<file path="src/rtl/nvram_upload.sv">
// nvram_upload: streams a window of game work RAM back to the HPS during an ioctl upload.
// Optional NVRAM_UPLOAD_CHECKSUM_EN appends a 16-bit byte sum at addresses SIZE and SIZE+1.
module nvram_upload #(
  parameter int ADDR_W       = 10,
  parameter int BASE         = 0,
  parameter int SIZE         = 256,
  parameter int RAM_LAT      = 1,
  parameter int UPLOAD_INDEX = 4
) (
  input  logic              clk_sys,
  input  logic              reset,
  input  logic              ioctl_upload,
  input  logic [7:0]        ioctl_index,
  input  logic              ioctl_rd,
  input  logic [24:0]       ioctl_addr,
  output logic [7:0]        ioctl_din,
  output logic              ioctl_wait,
  output logic              pause_req,
  input  logic              pause_ack,
  output logic [ADDR_W-1:0] ram_addr,
  output logic              ram_rd,
  input  logic [7:0]        ram_dout,
  output logic              busy
);

  typedef enum logic [2:0] {
    S_IDLE,
    S_PAUSE,
    S_READY,
    S_FETCH,
    S_PRESENT,
    S_RELEASE
  } state_t;

  localparam logic [24:0]       SIZE_A  = 25'(SIZE);
  localparam logic [ADDR_W-1:0] BASE_A  = ADDR_W'(BASE);
  localparam logic [1:0]        LAT_C   = 2'(RAM_LAT);
  localparam logic [7:0]        INDEX_C = 8'(UPLOAD_INDEX);

  state_t     state;
  logic [1:0] lat_cnt;
  logic       active;
  logic       in_range;
  logic       fetch_done;
  logic [7:0] oor_byte;

  assign active     = ioctl_upload && (ioctl_index == INDEX_C);
  assign in_range   = ioctl_addr < SIZE_A;
  assign fetch_done = (state == S_FETCH) && active && (lat_cnt == LAT_C);

`ifdef NVRAM_UPLOAD_CHECKSUM_EN
  logic [15:0] sum;

  // Sum restarts with each session and only counts bytes actually handed to the HPS.
  always_ff @(posedge clk_sys) begin
    if (reset) begin
      sum <= 16'h0000;
    end else if ((state == S_IDLE) && active) begin
      sum <= 16'h0000;
    end else if (fetch_done) begin
      sum <= sum + {8'h00, ram_dout};
    end
  end

  always_comb begin
    oor_byte = 8'h00;
    if (ioctl_addr == SIZE_A) begin
      oor_byte = sum[7:0];
    end else if (ioctl_addr == SIZE_A + 25'd1) begin
      oor_byte = sum[15:8];
    end
  end
`else
  assign oor_byte = 8'h00;
`endif

  // Losing the session wins over everything else, so an in-flight fetch is simply dropped.
  always_ff @(posedge clk_sys) begin
    if (reset) begin
      state      <= S_IDLE;
      lat_cnt    <= 2'd0;
      ioctl_din  <= 8'h00;
      ioctl_wait <= 1'b0;
      pause_req  <= 1'b0;
      ram_addr   <= '0;
      ram_rd     <= 1'b0;
      busy       <= 1'b0;
    end else begin
      ram_rd <= 1'b0;
      if (state != S_IDLE && state != S_RELEASE && !active) begin
        state      <= S_RELEASE;
        pause_req  <= 1'b0;
        ioctl_wait <= 1'b0;
        busy       <= 1'b0;
      end else begin
        case (state)
          S_IDLE: begin
            if (active) begin
              state      <= S_PAUSE;
              pause_req  <= 1'b1;
              ioctl_wait <= 1'b1;
              busy       <= 1'b1;
            end
          end
          S_PAUSE: begin
            if (pause_ack) begin
              state      <= S_READY;
              ioctl_wait <= 1'b0;
            end
          end
          S_READY: begin
            if (ioctl_rd) begin
              if (in_range) begin
                ram_addr   <= BASE_A + ioctl_addr[ADDR_W-1:0];
                ram_rd     <= 1'b1;
                ioctl_wait <= 1'b1;
                lat_cnt    <= 2'd0;
                state      <= S_FETCH;
              end else begin
                ioctl_din <= oor_byte;
              end
            end
          end
          S_FETCH: begin
            if (lat_cnt == LAT_C) begin
              ioctl_din  <= ram_dout;
              ioctl_wait <= 1'b0;
              state      <= S_PRESENT;
            end else begin
              lat_cnt <= lat_cnt + 2'd1;
            end
          end
          S_PRESENT: state <= S_READY;
          S_RELEASE: state <= S_IDLE;
          default:   state <= S_IDLE;
        endcase
      end
    end
  end

endmodule

</file>
<file path="config.mk">
export PLATFORM = sky130hd
export DESIGN_NAME = nvram_upload
export DESIGN_NICKNAME = d
export VERILOG_FILES = /design/src/rtl/nvram_upload.sv
export SDC_FILE = /design/constraint.sdc
export NUM_CORES = 1
export LEC_CHECK = 0
export BUFFER_PORTS_ARGS = -buffer_cell sky130_fd_sc_hd__buf_2
export CAP_MARGIN = 25
export CORE_ASPECT_RATIO = 0.9
export CORE_MARGIN = 2
export CORE_UTILIZATION = 35
export CTS_CLUSTER_DIAMETER = 30
export CTS_CLUSTER_SIZE = 28
export DETAILED_ROUTE_END_ITERATION = 12
export SYNTH_ARGS = -nofsm -noshare
export SYNTH_HDL_FRONTEND = slang
export SYNTH_SLANG_ARGS = --single-unit
</file>
<file path="constraint.sdc">
create_clock -name clk_sys -period 4.7 [get_ports clk_sys]
set_input_delay 0.235 -clock clk_sys [delete_from_list [all_inputs] [get_ports clk_sys]]
set_output_delay 0.235 -clock clk_sys [all_outputs]
set_load 0.005 [all_outputs]
</file>
==> metrics <==
Final period util 48.9%; max-slew violations 0; hold path start ram_dout[0]; Reg2Reg Setup Slack 2400 ps; initial antenna violation count 0; area of the core 3450 µm²; area grow syn2layout 32.2%; commonest non-fill, non-tap cell in the layout buf_2; gp weighted congestion 0.852; synth warn 0; critical-path maximum fanout 11; Reg2Reg Depth 5; gr usage total 16.5%; Rel. slew slack 28.9%; TritonCTS Buffers 3; post-DR wirelength/cell 13.0 µm; Clock Root Buffer clkbuf_8; H-tree levels 1; share of layout cells above drive strength 1 35.5%; required time worst endpoint 4920 ps; die area 4200 µm²; R2R Path Start state[0]; RSZ-0062 raised after global routing no; mapped cell area 1290 µm²; Residual DRC 0; io pins 68; Die Ht 61.7 µm; Tightest Hold Check Type primary input to flip-flop; TritonCTS clock tree done; cts-stage hold buffer count 0; Nets 262; Least-Margin Pin Slew 1060 ps; Initial Utilization 37.5%; synthesized net count 199; Power, Total 0.445 mW; total gr overflow 0; post-route ant nets 0; clk_lat worst skew 270 ps; P per Cell Area 260 nW/µm²; post-CTS setup buffer count 0; clock transition at the registers of the reported paths 90 ps; largest net degree at the start of global routing 29; Hold Vio Cnt, Final 0; Max Clock Freq 435 MHz; most frequent cells in the layout buf_2, dfxtp_1, nor2_1, o21ai_0, nand2_1; sequential area share after synthesis 40.2%; FF-to-FF End lat_cnt[0]; crit path time final 2300 ps; Die Span X 68.1 µm; Rows 20; post-synthesis cell count 152; worst vdd ir 222 µV; FFs w/ async S/R, synth 0%; Synth cell types 35; Leak Pwr 0.727 nW; Port-buffer cells 67; total of max-cap violations 0; Post-CTS Resized 0; WP data arrival 2520 ps; first-pass GRT wire length 5400 µm; syn_area_per_cell 8.52 µm²; clock buffer depth 2; detailed-route via count 1375; CP startpoint state[0]; CTS sink cnt 26; main flop type after synthesis dfxtp_1; CP Class flip-flop to flip-flop; final-report setup violation count 0; Seq cells post-synth 26; Via density 5.33; number of global-route vias before repair 1279; hold endpoint ioctl_din[0]; CP endpoint kind flip-flop; Filler Cell Count 333; setup_tns 0 ps; status finished, final reports clean; detailed placement HPWL 2540 µm; CP Launch Type flip-flop; DRT Wirelength 3360 µm; 1st-iter DRT viols 40; Diodes inserted 0; hold depth 3; TritonRoute pass-1 iters 4; number of flops mapped to enable cells by yosys 0; clock skew 1.39 ps
## kinds of logic (layout without fill, tap and decap cells)
kind of cell,after synthesis,count (layout),share of synthesized area (%)
and+or+nand+nor,72,72,31.6
AOI/OAI and AO/OA,31,31,14.6
DFF,26,26,40.2
buffers and inverters,12,74,4.93
muxes,9,9,7.05
adders and majority gates,1,1,0.966
xor gates and xnor gates,1,1,0.676
## layer usage
metal  up-vias  share of wire [%]  GRT usage [%]  wire (µm)
met2        61                 49           32.7       1650
met5         -                  0              0          0
met4         0               0.24           1.43          8
li1        677                  -              -          -
met3         3                7.0           4.32        236
met1       634                 43           18.4       1460
## sequential cells by signal, indices dropped and copies added, names as in the netlist
| name | flops |
|---|---|
| busy | 1 |
| lat_cnt | 2 |
| ram_rd | 1 |
| ioctl_wait | 1 |
| state | 3 |
| ioctl_din | 8 |
| ram_addr | 10 |
## stage by stage
step	worst slack (ps)	cell area, µm²	util, %	std cells	hold WS, ps
final	2400	1710	49.6	258	203
after global routing	2240	1710	49.6	258	206
after CTS	2410	1710	49.6	258	199
after detailed placement	2100	1640	47.5	254	470
after global placement	2210	1640	47.5	254	466
after floorplan	2700	1290	-	152	375
## worst max-delay path: stages, from the launching register on
cell and delay, ps:
dfxtp_1 560, clkinv_1 330, nor3_1 930, nand4_1 160, o211ai_1 140, a31o_2 120
## cell usage after synthesis, types with 4 or more instances
master / n / area share (%)
a21oi_1: 4 / 1.5
clkbuf_1: 6 / 1.7
dfxtp_1: 26 / 40
mux2i_1: 8 / 6.2
nand2_1: 11 / 3.2
nand2b_1: 5 / 2.4
nand3b_1: 8 / 4.6
nor2_1: 16 / 4.6
nor3_1: 9 / 3.5
nor4_1: 6 / 2.9
o21ai_0: 14 / 5.4
## final cells by class
| cell class | instances | area (µm²) | area share [%] |
|---|---|---|---|
| clock buffers | 3 | 41.3 | 2.41 |
| clock inverters | 1 | 30.0 | 1.75 |
| inverters | 3 | 11.3 | 0.658 |
| multi-input cells | 114 | 718 | 42.0 |
| flip-flops and latches | 26 | 520 | 30.4 |
| well taps | 44 | 55.1 | 3.22 |
| repair buffers | 67 | 335 | 19.6 |
## report_power, final
group	total [mW]	leakage (nW)	switching, mW	internal (mW)
sequential	0.224	0.209	0.00306	0.221
clock	0.183	0.0357	0.0690	0.114
combinational	0.0379	0.482	0.0169	0.0211
total	0.445	0.727	0.0889	0.356
## how the worst max path moves through the flow
stage / slack [ps] / endpoint
6_report: 2400 / lat_cnt[0]
3_3_place_gp: 2210 / ram_addr[3]
4_1_cts: 2410 / ram_addr[7]
2_1_floorplan: 2700 / ram_addr[0]
5_1_grt: 2240 / lat_cnt[0]
3_5_place_dp: 2100 / ram_addr[6]
(Power assumes the default switching activity.)
